<file path="src/rtl/alu_share_arbiter.sv">
// Shares one combinational ALU between two requesters with round-robin arbitration.
// Request in cycle T, ALU operands registered in T+1, registered response in T+2; response held until taken.
module alu_share_arbiter #(
  parameter int OP_WIDTH = 4
) (
  input  logic                clk,
  input  logic                rst,

  input  logic                req0_valid,
  output logic                req0_ready,
  input  logic [OP_WIDTH-1:0] req0_aluop,
  input  logic [31:0]         req0_a,
  input  logic [31:0]         req0_b,

  input  logic                req1_valid,
  output logic                req1_ready,
  input  logic [OP_WIDTH-1:0] req1_aluop,
  input  logic [31:0]         req1_a,
  input  logic [31:0]         req1_b,

  output logic                rsp0_valid,
  input  logic                rsp0_ready,
  output logic                rsp1_valid,
  input  logic                rsp1_ready,
  output logic [31:0]         rsp_data,
  output logic                rsp_err,

  output logic [OP_WIDTH-1:0] aluop,
  output logic [31:0]         alumux1_out,
  output logic [31:0]         alumux2_out,
  input  logic [31:0]         aluout,

  output logic                busy
);

  localparam logic [OP_WIDTH-1:0] FIRST_ILLEGAL_OP = OP_WIDTH'(12);

  typedef enum logic [1:0] {
    S_IDLE = 2'd0,
    S_EXEC = 2'd1,
    S_RESP = 2'd2
  } state_t;

  state_t                state_q, state_d;
  logic                  last_grant_q, last_grant_d;
  logic                  owner_q, owner_d;
  logic [OP_WIDTH-1:0]   aluop_q, aluop_d;
  logic [31:0]           opa_q, opa_d;
  logic [31:0]           opb_q, opb_d;
  logic                  err_q, err_d;
  logic [31:0]           rsp_data_q, rsp_data_d;
  logic                  rsp_err_q, rsp_err_d;
  logic                  rsp0_valid_q, rsp0_valid_d;
  logic                  rsp1_valid_q, rsp1_valid_d;

  logic                  any_req;
  logic                  grant;
  logic [OP_WIDTH-1:0]   sel_op;
  logic                  owner_rsp_ready;

  // Contention goes to whichever port did not win last; a lone requester always wins.
  always_comb begin
    any_req = req0_valid | req1_valid;
    if (req0_valid && req1_valid) begin
      grant = ~last_grant_q;
    end else begin
      grant = req1_valid;
    end
    sel_op          = grant ? req1_aluop : req0_aluop;
    owner_rsp_ready = owner_q ? rsp1_ready : rsp0_ready;
  end

  assign req0_ready = (state_q == S_IDLE) && req0_valid && !grant;
  assign req1_ready = (state_q == S_IDLE) && req1_valid &&  grant;

  always_comb begin
    state_d      = state_q;
    last_grant_d = last_grant_q;
    owner_d      = owner_q;
    aluop_d      = aluop_q;
    opa_d        = opa_q;
    opb_d        = opb_q;
    err_d        = err_q;
    rsp_data_d   = rsp_data_q;
    rsp_err_d    = rsp_err_q;
    rsp0_valid_d = rsp0_valid_q;
    rsp1_valid_d = rsp1_valid_q;

    case (state_q)
      S_IDLE: begin
        if (any_req) begin
          aluop_d      = sel_op;
          opa_d        = grant ? req1_a : req0_a;
          opb_d        = grant ? req1_b : req0_b;
          owner_d      = grant;
          last_grant_d = grant;
          err_d        = (sel_op >= FIRST_ILLEGAL_OP);
          state_d      = S_EXEC;
        end
      end
      S_EXEC: begin
        // The ALU has had a full cycle on the registered operands; sample it now.
        rsp_data_d   = aluout;
        rsp_err_d    = err_q;
        rsp0_valid_d = !owner_q;
        rsp1_valid_d =  owner_q;
        state_d      = S_RESP;
      end
      S_RESP: begin
        if (owner_rsp_ready) begin
          rsp0_valid_d = 1'b0;
          rsp1_valid_d = 1'b0;
          state_d      = S_IDLE;
        end
      end
      default: begin
        rsp0_valid_d = 1'b0;
        rsp1_valid_d = 1'b0;
        state_d      = S_IDLE;
      end
    endcase
  end

  always_ff @(posedge clk) begin
    if (rst) begin
      state_q      <= S_IDLE;
      last_grant_q <= 1'b1;
      owner_q      <= 1'b0;
      aluop_q      <= '0;
      opa_q        <= '0;
      opb_q        <= '0;
      err_q        <= 1'b0;
      rsp_data_q   <= '0;
      rsp_err_q    <= 1'b0;
      rsp0_valid_q <= 1'b0;
      rsp1_valid_q <= 1'b0;
    end else begin
      state_q      <= state_d;
      last_grant_q <= last_grant_d;
      owner_q      <= owner_d;
      aluop_q      <= aluop_d;
      opa_q        <= opa_d;
      opb_q        <= opb_d;
      err_q        <= err_d;
      rsp_data_q   <= rsp_data_d;
      rsp_err_q    <= rsp_err_d;
      rsp0_valid_q <= rsp0_valid_d;
      rsp1_valid_q <= rsp1_valid_d;
    end
  end

  assign aluop       = aluop_q;
  assign alumux1_out = opa_q;
  assign alumux2_out = opb_q;
  assign rsp_data    = rsp_data_q;
  assign rsp_err     = rsp_err_q;
  assign rsp0_valid  = rsp0_valid_q;
  assign rsp1_valid  = rsp1_valid_q;
  assign busy        = (state_q != S_IDLE);

endmodule
</file>
<file path="config.mk">
export PLATFORM = sky130hd
export DESIGN_NAME = alu_share_arbiter
export DESIGN_NICKNAME = d
export VERILOG_FILES = /design/src/rtl/alu_share_arbiter.sv
export SDC_FILE = /design/constraint.sdc
export NUM_CORES = 1
export LEC_CHECK = 0
export ABC_AREA = 0
export BUFFER_PORTS_ARGS = -buffer_cell sky130_fd_sc_hd__buf_2
export CORE_AREA = 2 2 109 111
export DETAILED_ROUTE_END_ITERATION = 7
export DIE_AREA = 0 0 111 113
export HOLD_SLACK_MARGIN = 0.02
export PLACE_DENSITY = 0.75
export SETUP_SLACK_MARGIN = 0.3
export SYNTH_ARGS = -nofsm -noshare
export SYNTH_HDL_FRONTEND = slang
export SYNTH_SLANG_ARGS = --single-unit
</file>
<file path="constraint.sdc">
create_clock -name clk -period 2.7 [get_ports clk]
set_clock_uncertainty 0.1 [all_clocks]
set_input_delay 0.54 -clock clk [delete_from_list [all_inputs] [get_ports clk]]
set_output_delay 0.54 -clock clk [all_outputs]
set_load 0.005 [all_outputs]
</file>
==> reports/metrics.csv <==
metric,value,unit
max-slew-margin-rel,48.50,%
layout_setup_ws,0.5230,ns
cp_cell_sequence,nor2_4 > buf_6 > nand2_1 > nor2_1 > buf_2,
fin_setup_tns,0,ns
min_path_type,input port to flip-flop,
start_kind,flip-flop,
power_frac_seq,45.5,%
dp_hpwl,9.867,mm
path_delay_family,buffers and inverters,
cp_slowest_stage_delay,0.37,ns
endpoint,req0_ready,
p_comb_share,21.3,%
syn_area_per_cell,7.972,um^2
fin_nets,986,
grt_overflow_total,0,
drtIter0Drc,303,
fmax,459.3,MHz
irDropWorstVdd,0.0003630,V
cts_tree,yes,
powerDensity,653.2,mW/mm^2
cp.arrival,1.54,ns
die_w,111,um
path_depth,5,
reg2reg_slack,0.88,ns
clockBufferDepth,2,
busiest_layer,met2,
numCtsBuffers,9,
row_count,39,
antenna_found_initial,1,
swShare,28.68,%
die_y,113,um
cts_sinks,108,
tightest_slew,0.7725,ns
power.leakage,2.979,nW
report.final.setup_viol,0,
place.port_buffers,279,
clk_latency,0.33,ns
multi_input_area,0.002066,mm^2
r2r_cells,5,
dr.pass1.iters,4,
pre_cts_ws,0.5371,ns
placed_cells,944,
yosysWarnings,0,
drv_slew,0,
fin_crit_sh,80.63,%
grtUsageMet3,4.767,%
p_int,0.002905,W
syn_nets,742,
htree_levels,3,
critPathKind,flip-flop to output pin,
pin_count,280,
path_clk_slew,0.07,ns
hold_viol,0,
grt_pass1_wl,22.87,mm
vias_per_cell,5.214,
dieArea,0.01254,mm^2
num_vias,5011,
drv_cap,0,
routed_wl,14.33,mm
ys_seq_elements,108,
start_util,40.17,%
wire_per_inst,14.92,um
root_buffer,clkbuf_16,
clock_power_share,33.2,%
cp_data_required_time,2.06,ns
p_switching,0.001168,W
min_path_cells,3,
cts_setup_buffers,0,
final_core_util,55.32,%
stdcell_count,961,
area_growth_syn_to_layout,37.72,%
synth_area,0.004528,mm^2
rr_endpoint,alumux1_out[15],
rsz0062_at_grt,false,
path_buf_inv,2,
slowest_stage,dfxtp_1,
grt_max_degree,111,
synth_cell_types,26,
use_met1,27.49,%
cp-startpoint,state_q[1],
period_minus_slack,2.177,ns
grt_use_met2,37.83,%
r2r_start,state_q[1],
status,finished clean,
antenna_left,0,
core_area,0.01127,mm^2
first_global_vias,4679,
drc_errors,0,
ys_seq_area_share,47.75,%
cp-end-kind,output pin,
place_congestion,0.8303,
path_max_fanout,46,
syn_inst,568,
num-fill-cells,1105,
drive_gt1_share,38.31,%
track_usage,22.05,%
seqCellArea,0.002162,mm^2
-- timing repair --
item,4_1_cts,5_1_grt
resized for setup,0,1
setup endpoints to repair,0,1
hold buffers,0,0
-- metrics by stage --
step / cell area [um^2] / total power [W] / hold slack [ns]
4_1_cts: 6230 / 0.004113 / 0.3259
3_3_place_gp: 5924 / 0.002755 / 0.3402
2_1_floorplan: 4528 / 0.002370 / 0.3316
3_5_place_dp: 5924 / 0.002764 / 0.3434
6_report: 6236 / 0.004074 / 0.3370
5_1_grt: 6236 / 0.004307 / 0.3234
-- final cells by class --
type | instances | share of cell area (%)
inverter | 3 | 0.1806
clock inverter | 6 | 1.063
timing repair buffer | 290 | 24.22
multi-input combinational | 400 | 33.13
sequential | 108 | 34.67
antenna | 1 | 0.04013
clock buffer | 10 | 3.832
tap | 143 | 2.869
-- layout by cell type (no fill, tap or decap), types with 2 or more instances in the layout --
cell | synthesis | layout
inv_6 | 0 | 3
buf_4 | 4 | 9
nor2_4 | 1 | 2
nand2b_1 | 3 | 3
a21oi_1 | 104 | 104
nor2_1 | 2 | 2
nand2_1 | 204 | 204
inv_1 | 2 | 2
dfxtp_1 | 108 | 108
clkinv_2 | 0 | 2
buf_2 | 36 | 278
o21ai_0 | 2 | 2
nand3_1 | 2 | 2
buf_12 | 0 | 2
nand3b_1 | 2 | 2
a311oi_1 | 69 | 69
clkbuf_16 | 0 | 9
-- power by group through the flow --
stage	sequential [W]	clock, W	combinational (W)
2_1_floorplan	0.00190	0	0.000471
3_3_place_gp	0.00189	0	0.000866
3_5_place_dp	0.00189	0	0.000878
4_1_cts	0.00185	0.00138	0.000878
5_1_grt	0.00187	0.00147	0.000967
6_report	0.00185	0.00135	0.000868
-- cells by family after synthesis --
group	count (synthesis)	synth area share, %
buf+inv	60	6.963
flops	108	47.75
compound gates	180	26.11
mux	1	0.2211
simple gates	219	18.96
-- sequential cells by signal (all words and copies together) (netlist names) --
register      cells
last_grant_q      1
alumux2_out      32
err_q             1
rsp0_valid        1
rsp1_valid        1
rsp_data         32
alumux1_out      32
aluop             4
owner_q           1
rsp_err           1
state_q           2
-- worst reg2reg max path: stages (launching register included) --
cell and delay, ns:
dfxtp_1 0.37, nor2_4 0.15, buf_6 0.32, buf_4 0.39
a21oi_1 0.13, a311oi_1 0.27
-- routing by layer --
metal | up-vias | routed length [um]
met2 | 212 | 7036
met5 | - | 0
met4 | 0 | 239
met1 | 2300 | 5991
met3 | 22 | 1066
li1 | 2477 | -
-- cell usage after synthesis, drive strengths merged --
cell type    n  share of area (%)
nor3         1               0.11
a311oi      69                 13
a221o        1               0.22
o32ai        1               0.19
o21ai        2               0.22
a21boi       1               0.25
buf         44                5.6
nor2         4               0.55
mux2i        1               0.22
dfxtp      108                 48
nand3b       2               0.33
o21bai       1               0.17
or2          1               0.14
inv          3               0.25
a21bo        1               0.22
nand2      204                 17
nand2b       3               0.41
nand3        2               0.22
a21oi      104                 11
clkbuf      13                1.1
nor2b        2               0.28
-- worst min-delay path by stage --
stage,endpoint,startpoint
final,rsp_data[0],aluout[0]
after CTS,rsp_data[29],aluout[29]
after floorplan,rsp_err,err_q
after detailed placement,rsp_data[12],rsp_data[12]
after global placement,rsp_err,rsp_err
after global routing,rsp_data[26],aluout[26]
Note: power is estimated with default switching activity, not from simulation.
